**config.mk**
```make
export PLATFORM = sky130hd
export DESIGN_NAME = alu_cmd_driver
export DESIGN_NICKNAME = d
export VERILOG_FILES = /design/src/rtl/alu_pkg.sv /design/src/rtl/alu_op_check.sv /design/src/rtl/alu_cmd_driver.sv
export SDC_FILE = /design/constraint.sdc
export NUM_CORES = 1
export LEC_CHECK = 0
export CAP_MARGIN = 20
export CORE_UTILIZATION = 41
export DETAILED_ROUTE_END_ITERATION = 6
export GPL_TIMING_DRIVEN = 0
export PLACE_DENSITY = 0.84
export SLEW_MARGIN = 5
export SYNTH_ARGS = -nofsm -noshare
export SYNTH_HDL_FRONTEND = slang
export SYNTH_SLANG_ARGS = --single-unit
```
**constraint.sdc**
```tcl
create_clock -name clk -period 2.2 [get_ports clk]
set_clock_uncertainty 0.05 [all_clocks]
set_input_delay 0.22 -clock clk [delete_from_list [all_inputs] [get_ports clk]]
set_output_delay 0.22 -clock clk [all_outputs]
set_load 0.02 [all_outputs]
```
**src/rtl/alu_pkg.sv**
```systemverilog
// Shared definitions for initiators of the 40-bit registered ALU.
// Holds the ALU opcode map, default widths, the response error codes
// and the state encoding of the command driver FSM.
package alu_pkg;

    localparam int WIDTH_DEF = 40;
    localparam int SEL_W_DEF = 5;

    // ALU select encodings. The ALU holds `out` on any select value
    // not listed here, so NOP is the safe idle value.
    localparam logic [4:0] OP_NOP = 5'b00000;
    localparam logic [4:0] OP_ADD = 5'b00101;
    localparam logic [4:0] OP_SUB = 5'b00110;
    localparam logic [4:0] OP_MUL = 5'b01000;
    localparam logic [4:0] OP_DIV = 5'b01011;

    // Response error codes.
    localparam logic [1:0] ERR_OK      = 2'b00;
    localparam logic [1:0] ERR_ILLEGAL = 2'b01;
    localparam logic [1:0] ERR_DIV0    = 2'b10;

    typedef enum logic [1:0] {
        ST_IDLE = 2'd0,
        ST_WAIT = 2'd1,
        ST_RESP = 2'd2
    } state_e;

endpackage

```
**src/rtl/alu_op_check.sv**
```systemverilog
// Combinational command filter for ALU initiators.
// Ports:
//   op       in   SEL_W  requested opcode
//   b        in   WIDTH  operand b (divisor for DIV)
//   legal    out  1      op is one of ADD/SUB/MUL/DIV
//   div_zero out  1      op is DIV and b is zero
//   err_code out  2      ERR_OK / ERR_ILLEGAL / ERR_DIV0
// NOP is not accepted as a command: issuing it would only hand back a
// stale ALU result, so it is reported as an illegal opcode.
module alu_op_check
    import alu_pkg::*;
#(
    parameter int WIDTH = WIDTH_DEF,
    parameter int SEL_W = SEL_W_DEF
) (
    input  logic [SEL_W-1:0] op,
    input  logic [WIDTH-1:0] b,
    output logic             legal,
    output logic             div_zero,
    output logic [1:0]       err_code
);

    always_comb begin
        legal    = (op == SEL_W'(OP_ADD)) || (op == SEL_W'(OP_SUB)) ||
                   (op == SEL_W'(OP_MUL)) || (op == SEL_W'(OP_DIV));
        div_zero = (op == SEL_W'(OP_DIV)) && (b == '0);
        if (!legal) begin
            err_code = ERR_ILLEGAL;
        end else if (div_zero) begin
            err_code = ERR_DIV0;
        end else begin
            err_code = ERR_OK;
        end
    end

endmodule

```
**src/rtl/alu_cmd_driver.sv**
```systemverilog
// Command driver for the 40-bit registered ALU.
// Accepts one command at a time on cmd_* (valid/ready), drives alu_a/
// alu_b/alu_sel, waits out the ALU latency, captures alu_out and returns
// a tagged result on rsp_* (valid/ready). Illegal opcodes and divide by
// zero are answered locally without touching the ALU.
// Handshakes: a transfer happens on a rising edge where valid and ready
// are both high; a source holds its payload stable while valid is high
// and ready is low, and valid never drops before the transfer.
// Ports:
//   clk, rst_n                       clock, async active-low reset
//   cmd_valid/ready/op/a/b/tag       command channel
//   alu_a, alu_b, alu_sel, alu_out   ALU connection
//   rsp_valid/ready/data/tag/err     response channel
//   busy                             FSM not in IDLE
//   cmd_count, err_count             saturating statistics
module alu_cmd_driver
    import alu_pkg::*;
#(
    parameter int WIDTH   = WIDTH_DEF,
    parameter int SEL_W   = SEL_W_DEF,
    parameter int TAG_W   = 4,
    parameter int ALU_LAT = 1,
    parameter int CNT_W   = 16
) (
    input  logic             clk,
    input  logic             rst_n,
    input  logic             cmd_valid,
    output logic             cmd_ready,
    input  logic [SEL_W-1:0] cmd_op,
    input  logic [WIDTH-1:0] cmd_a,
    input  logic [WIDTH-1:0] cmd_b,
    input  logic [TAG_W-1:0] cmd_tag,
    output logic [WIDTH-1:0] alu_a,
    output logic [WIDTH-1:0] alu_b,
    output logic [SEL_W-1:0] alu_sel,
    input  logic [WIDTH-1:0] alu_out,
    output logic             rsp_valid,
    input  logic             rsp_ready,
    output logic [WIDTH-1:0] rsp_data,
    output logic [TAG_W-1:0] rsp_tag,
    output logic [1:0]       rsp_err,
    output logic             busy,
    output logic [CNT_W-1:0] cmd_count,
    output logic [CNT_W-1:0] err_count
);

    localparam int LAT_W = $clog2(ALU_LAT + 2);

    state_e             state_q, state_d;
    logic [LAT_W-1:0]   lat_cnt_q, lat_cnt_d;
    logic [WIDTH-1:0]   alu_a_q, alu_a_d;
    logic [WIDTH-1:0]   alu_b_q, alu_b_d;
    logic [SEL_W-1:0]   alu_sel_q, alu_sel_d;
    logic               rsp_valid_q, rsp_valid_d;
    logic [WIDTH-1:0]   rsp_data_q, rsp_data_d;
    logic [TAG_W-1:0]   rsp_tag_q, rsp_tag_d;
    logic [1:0]         rsp_err_q, rsp_err_d;
    logic [CNT_W-1:0]   cmd_count_q, cmd_count_d;
    logic [CNT_W-1:0]   err_count_q, err_count_d;

    logic               op_legal;
    logic               op_div_zero;
    logic [1:0]         op_err_code;
    logic               accept;

    function automatic logic [CNT_W-1:0] sat_inc(input logic [CNT_W-1:0] v);
        return (v == '1) ? v : v + CNT_W'(1);
    endfunction

    alu_op_check #(
        .WIDTH (WIDTH),
        .SEL_W (SEL_W)
    ) u_op_check (
        .op       (cmd_op),
        .b        (cmd_b),
        .legal    (op_legal),
        .div_zero (op_div_zero),
        .err_code (op_err_code)
    );

    // rst_n is folded in so no command is taken while reset is held.
    assign cmd_ready = rst_n && (state_q == ST_IDLE);
    assign accept    = cmd_valid && cmd_ready;

    always_comb begin
        state_d     = state_q;
        lat_cnt_d   = lat_cnt_q;
        alu_a_d     = alu_a_q;
        alu_b_d     = alu_b_q;
        alu_sel_d   = alu_sel_q;
        rsp_valid_d = rsp_valid_q;
        rsp_data_d  = rsp_data_q;
        rsp_tag_d   = rsp_tag_q;
        rsp_err_d   = rsp_err_q;
        cmd_count_d = cmd_count_q;
        err_count_d = err_count_q;

        unique case (state_q)
            ST_IDLE: begin
                if (accept) begin
                    rsp_tag_d   = cmd_tag;
                    cmd_count_d = sat_inc(cmd_count_q);
                    if (!op_legal || op_div_zero) begin
                        // Answered locally; the ALU keeps seeing NOP.
                        rsp_err_d   = op_err_code;
                        rsp_data_d  = op_div_zero ? '1 : '0;
                        rsp_valid_d = 1'b1;
                        err_count_d = sat_inc(err_count_q);
                        state_d     = ST_RESP;
                    end else begin
                        alu_a_d   = cmd_a;
                        alu_b_d   = cmd_b;
                        alu_sel_d = cmd_op;
                        lat_cnt_d = LAT_W'(ALU_LAT + 1);
                        state_d   = ST_WAIT;
                    end
                end
            end
            ST_WAIT: begin
                // Operands stay put; the ALU re-sampling them is harmless.
                lat_cnt_d = lat_cnt_q - LAT_W'(1);
                if (lat_cnt_q == LAT_W'(1)) begin
                    rsp_data_d  = alu_out;
                    rsp_err_d   = ERR_OK;
                    rsp_valid_d = 1'b1;
                    alu_sel_d   = SEL_W'(OP_NOP);
                    state_d     = ST_RESP;
                end
            end
            ST_RESP: begin
                if (rsp_ready) begin
                    rsp_valid_d = 1'b0;
                    state_d     = ST_IDLE;
                end
            end
            default: begin
                state_d = ST_IDLE;
            end
        endcase
    end

    always_ff @(posedge clk or negedge rst_n) begin
        if (!rst_n) begin
            state_q     <= ST_IDLE;
            lat_cnt_q   <= '0;
            alu_a_q     <= '0;
            alu_b_q     <= '0;
            alu_sel_q   <= SEL_W'(OP_NOP);
            rsp_valid_q <= 1'b0;
            rsp_data_q  <= '0;
            rsp_tag_q   <= '0;
            rsp_err_q   <= ERR_OK;
            cmd_count_q <= '0;
            err_count_q <= '0;
        end else begin
            state_q     <= state_d;
            lat_cnt_q   <= lat_cnt_d;
            alu_a_q     <= alu_a_d;
            alu_b_q     <= alu_b_d;
            alu_sel_q   <= alu_sel_d;
            rsp_valid_q <= rsp_valid_d;
            rsp_data_q  <= rsp_data_d;
            rsp_tag_q   <= rsp_tag_d;
            rsp_err_q   <= rsp_err_d;
            cmd_count_q <= cmd_count_d;
            err_count_q <= err_count_d;
        end
    end

    assign alu_a     = alu_a_q;
    assign alu_b     = alu_b_q;
    assign alu_sel   = alu_sel_q;
    assign rsp_valid = rsp_valid_q;
    assign rsp_data  = rsp_data_q;
    assign rsp_tag   = rsp_tag_q;
    assign rsp_err   = rsp_err_q;
    assign busy      = (state_q != ST_IDLE);
    assign cmd_count = cmd_count_q;
    assign err_count = err_count_q;

endmodule

```
==> flow_summary.ini, run 1 <==
[setup_path]
arrival_ns = 2.43
reg2reg_depth = 6
cp_max_fo = 10
worstSetupEndpointType = flip-flop
startpoint_type = input port
cp.required_ns = 2.44
path_class = input port to flip-flop

[die]
start_util_pct = 42.4
die_h_microns = 137
fp.dieArea_sq_um = 18600
rows = 48
ios = 299
core-area_sq_um = 17500
die_w_microns = 137

[finish]
finalInstanceArea_sq_um = 11400
fin_util_pct = 65.4
area_growth_pct = 54.1
fill_cells = 1328
final_nets = 1038
diodes = 0
final_layout_size_suffix_gt1_share_pct = 17.0

[sta]
fin_ws_ns = 0.0102
period_needed_ns = 2.19
timing.final.crit_share_pct = 99.5
fmax_mhz = 457
hold_ws_ns = -0.325
setup_viol = 0
worst_pin_slew_ns = 0.591
slew_headroom_pct = 60.6
final_hold_viol_count = 87
maxSlewViolCount = 0
setup_tns_ns = 0

[synthesis]
synth_flop_cell = dfrtp_1
syn_avg_cell_area_sq_um = 12.7
ys_ff_latch = 168
synth_enable_flop_cells = 0
synth_cell_types = 47
syn_inst = 583
yosys_warnings = 0
netlist_area_sq_um = 7420
synth_top_area_cell = dfrtp_1
synth.net_count = 719
synth_area_leaders = dfrtp_1 (57%), mux2_2 (7.4%), mux2_4 (6.9%)
async_reset_ff_share_pct = 100
seq_area_frac_synth_pct = 56.7
yosysTopAreaCellShare_pct = 56.7

[power_and_ir_drop]
power.leakage_nw = 4.77
peakVddDrop_mv = 0.634
totalPowerFinal_mw = 11.1
powerDensity_nw_per_um2 = 975

[status]
violations = hold timing
outcome = finished, violations left

[drt]
antenna_left = 0
vias_per_cell = 5.12
vias = 5837
drtIter0Drc = 213
drtPass1Iterations = 4
routed_wl_microns = 20700
detail_route.wl_per_cell_microns = 18.2
drc = 0

[clocking]
root_buffer = clkbuf_16
clock_sinks = 168
htreeDepth = 4
clockBufferDepth = 2
cts.clk_slew.worst_paths_ns = 0.07
clock_latency_ns = 0.42
cts_made_buffers = 17
cts_tree = built

[place]
gp_congestion = 0.790
port_buffers = 298
placed_area_sq_um = 10700
dp_hpwl_microns = 15100
post-place-ws_ns = -0.618

[global_routing]
grt_pass1_wl_microns = 31400
overflow = 0
first_global_vias = 5978
grt_usage_pct = 22.3
antenna_found_initial = 0
grt_max_degree = 90

[hold_path]
holdCritPathClass = input port to async pin

[run]
maxCapViolations = 0
## flip-flops by register name, indices dropped and copies added, names as in the netlist
name and cells:
alu_a 40, cmd_count 16, lat_cnt_q 2, err_count 16, rsp_err 2, alu_sel 5, rsp_data 40, state_q 2
rsp_tag 4, alu_b 40, rsp_valid 1
## path summary, 6_finish.rpt
path / from / end / slack (ns)
max: cmd_b[36] / alu_a[30] / 0.01
min: rst_n / alu_a[16] / -0.33
max reg2reg: err_count[0] / err_count[10] / 0.16
min reg2reg: rsp_tag[1] / rsp_tag[1] / 0.44
max in group asynchronous: rst_n / err_count[10] / 1.68
min in group clk: cmd_b[34] / alu_b[34] / 0.17
## Yosys cell counts (2+ instances only)
library cell	number
inv_1	44
dfrtp_1	168
mux2i_1	41
and3_1	5
nand4_1	12
nand2_1	25
nor4_1	20
clkbuf_1	12
o21ai_0	3
nand3_1	16
or4_1	3
a21oi_1	43
xnor2_1	20
nand2b_1	2
buf_6	7
a22o_1	4
ha_1	3
mux2_4	34
mux2_2	49
o22ai_1	2
and4_1	7
xor2_1	10
o31a_1	2
nor3_1	4
nor2_1	13
or2_2	3
buf_8	3
nor3b_1	3
buf_2	6
nor2b_1	2
## layer usage
metal	track usage, %	up-vias	routed length (microns)	part of all wire (%)
li1	-	2682	-	-
met1	24.5	2874	8020	39
met2	39.1	253	10300	50
met3	8.48	28	1950	9.4
met4	8.09	0	454	2.2
met5	0	-	0	0
## cell families (layout without fill, tap and decap cells)
logic type	Yosys count	after routing	synth area share, %
compound gates	60	60	4.66
xor+xnor	30	30	3.54
fa+ha+maj	3	3	0.506
buf+inv	73	404	5.01
flops	168	168	56.7
mux	124	124	19.9
simple gates	125	125	9.75
## cells in the final DEF, fill, tap and decap left out, drive strengths merged, types with 16 or more instances in the layout
cell type        n
clkdlybuf4s50  294
dfrtp          168
mux2            83
inv             48
a21oi           43
mux2i           41
clkbuf          30
nand2           25
nor4            21
xnor2           20
buf             20
nand3           16
## stage by stage
step	hold WS, ns	instances
final	-0.325	1139
after global routing	-0.307	1139
after CTS	-0.313	1139
after detailed placement	0.213	1107
after global placement	0.410	1106
after floorplan	-0.126	583
## critical path, stage by stage
cell and delay [ns]:
clkdlybuf4s50_1 0.49, nor4_4 0.40, and4_4 0.32, a31o_1 0.16, buf_6 0.14, nor2_4 0.06
buf_12 0.16, buf_8 0.16, mux2_4 0.30
## report_power, final
group	internal [mW]	total, mW	switching [mW]
Sequential	3.80	4.30	0.500
Clock	1.69	2.98	1.29
Combinational	2.12	3.87	1.74
## timing repair
| action | CTS | global route |
|---|---|---|
| hold endpoints to repair | 87 | 87 |
| resized for setup | 10 | 17 |
| endpoints found under the setup margin | 93 | 87 |
| cloned | 1 | 0 |
| pin swaps | 2 | 3 |
| buffers inserted | 0 | 2 |
## area by class of cell
cell class / count / area (sq um) / share of cell area, %
multi-input cells: 342 / 2910 / 25.5
inverters: 44 / 165 / 1.45
clock inverters: 12 / 144 / 1.26
flip-flops and latches: 168 / 4200 / 36.8
clock buffers: 19 / 433 / 3.79
repair buffers: 302 / 3070 / 26.8
plain buffers: 27 / 221 / 1.94
well taps: 225 / 282 / 2.46
(Power assumes the default switching activity.)
==> inputs of run 2 (changes only) <==
--- a/config.mk
+++ b/config.mk
@@ -6,6 +6,7 @@
 export NUM_CORES = 1
 export LEC_CHECK = 0
 export CAP_MARGIN = 20
+export CORE_ASPECT_RATIO = 1.1
 export CORE_UTILIZATION = 41
 export DETAILED_ROUTE_END_ITERATION = 6
 export GPL_TIMING_DRIVEN = 0
==> flow_summary.ini, run 2 (same netlist as run 1, synthesis figures left out) <==
[global_routing]
grt_max_degree = 92
first_global_vias = 5911
antenna_found_initial = 0
grt_usage_pct = 21.8
overflow = 0
grt_pass1_wl_microns = 30800

[sta]
hold_ws_ns = -0.302
slew_headroom_pct = 57.7
setup_viol = 0
timing.final.crit_share_pct = 97.2
period_needed_ns = 2.14
maxSlewViolCount = 0
worst_pin_slew_ns = 0.635
rsz0062_at_grt = no
final_hold_viol_count = 77
setup_tns_ns = 0
fmax_mhz = 467

[finish]
final_layout_size_suffix_gt1_share_pct = 16.4
area_growth_pct = 52.7
multi_input_area_sq_um = 2880
finalInstanceArea_sq_um = 11300
diodes = 0
final_nets = 1036
fill_cells = 1373
final_cell_mix = clkdlybuf4s50_1 (295), dfrtp_1 (168), mux2_2 (49)
seqCellArea_sq_um = 4200
final_cells = 1151
final_common_cell = clkdlybuf4s50_1

[drt]
drc = 0
vias_per_cell = 5.00
detail_route.wl_per_cell_microns = 17.5
drtIter0Drc = 266
vias = 5759
antenna_left = 0
drtPass1Iterations = 4
routed_wl_microns = 20100

[setup_path]
reg2reg_from = state_q[1]
crit_start = cmd_b[37]
reg2reg_depth = 5
cpMaxStageDelayCell = clkdlybuf4s50_1
worstSetupEndpointType = flip-flop
endpoint = alu_a[29]
arrival_ns = 2.39
path_class = input port to flip-flop
cp.required_ns = 2.45
r2r-end = err_count[2]
rrSetupSlack_ns = 0.13
startpoint_type = input port
cp_slowest_stage_delay_ns = 0.49
cp_max_fo = 10
path_cells = clkdlybuf4s50_1 -> nor4_4 -> and4_4 -> a31o_1 -> buf_6 -> nor2_4 -> buf_12 -> buf_8 -> mux2_4

[power_and_ir_drop]
power.leakage_nw = 4.72
totalPowerFinal_mw = 11.0
powerDensity_nw_per_um2 = 969
peakVddDrop_mv = 0.527

[die]
core-area_sq_um = 17700
fp.dieArea_sq_um = 18600
rows = 51
die_h_microns = 143
die_w_microns = 130
start_util_pct = 42.0
ios = 299

[clocking]
cts_made_buffers = 17
clock_latency_ns = 0.42
htreeDepth = 4
cts.clk_slew.worst_paths_ns = 0.07
clockBufferDepth = 2
root_buffer = clkbuf_16
cts_tree = built
clock_sinks = 168
post-cts-setup-buffer-count = 0

[place]
gp_congestion = 0.791
placed_area_sq_um = 10700
port_buffers = 298
dp_hpwl_microns = 15000
place_inst = 1120

[status]
violations = hold timing
outcome = finished, violations left

[run]
maxCapViolations = 0

[hold_path]
holdCritPathClass = input port to async pin
run 2: power breakdown:
part / internal [mW] / switching [mW]
combinational: 2.11 / 1.74
clock: 1.57 / 1.27
sequential: 3.80 / 0.483
total: 7.48 / 3.49
run 2: worst min path at each step:
| stage | endpoint | from | cells past startpoint | slack (ns) |
|---|---|---|---|---|
| 4_1_cts | alu_a[0] | rst_n | 1 | -0.27 |
| 3_5_place_dp | alu_a[0] | rst_n | 1 | 0.19 |
| 6_report | alu_a[0] | rst_n | 1 | -0.30 |
| 5_1_grt | alu_a[0] | rst_n | 1 | -0.24 |
| 2_1_floorplan | alu_a[0] | rst_n | 0 | -0.13 |
| 3_3_place_gp | rsp_tag[0] | rsp_tag[0] | 2 | 0.41 |
run 2: cell type report:
cell class,instances,share of cell area [%]
repair buffers,299,26.6
flip-flops and latches,168,37.1
well taps,238,2.63
clock buffers,18,3.79
clock inverters,14,1.10
inverters,44,1.46
plain buffers,28,1.90
multi-input cells,342,25.4
run 2: critical path: cells and delay by family:
kind,cells,cell delay (ns)
AOI/OAI and AO/OA,1,0.16
muxes,1,0.30
and+or+nand+nor,3,0.74
buffers and inverters,4,0.96
run 2: routing by layer:
layer	track usage (%)	wire, microns	up-vias
met5	0	0	-
met4	7.53	328	0
met3	7.23	1770	24
met2	37.5	10100	228
met1	25.1	7880	2827
li1	-	-	2680
run 2: through the flow:
stage | setup slack, ns | util (%)
finish | 0.0609 | 64.1
detailed placement | -0.548 | 60.7
CTS | 0.00236 | 63.9
floorplan | 0.155 | -
global route | 0.00791 | 64.1
global placement | -6.22 | 60.5
run 2: repair_timing:
action | CTS | global route
endpoints found under the hold margin | 77 | 77
setup endpoints to repair | 83 | 124
gates resized for setup | 8 | 8
pin swaps | 2 | 0
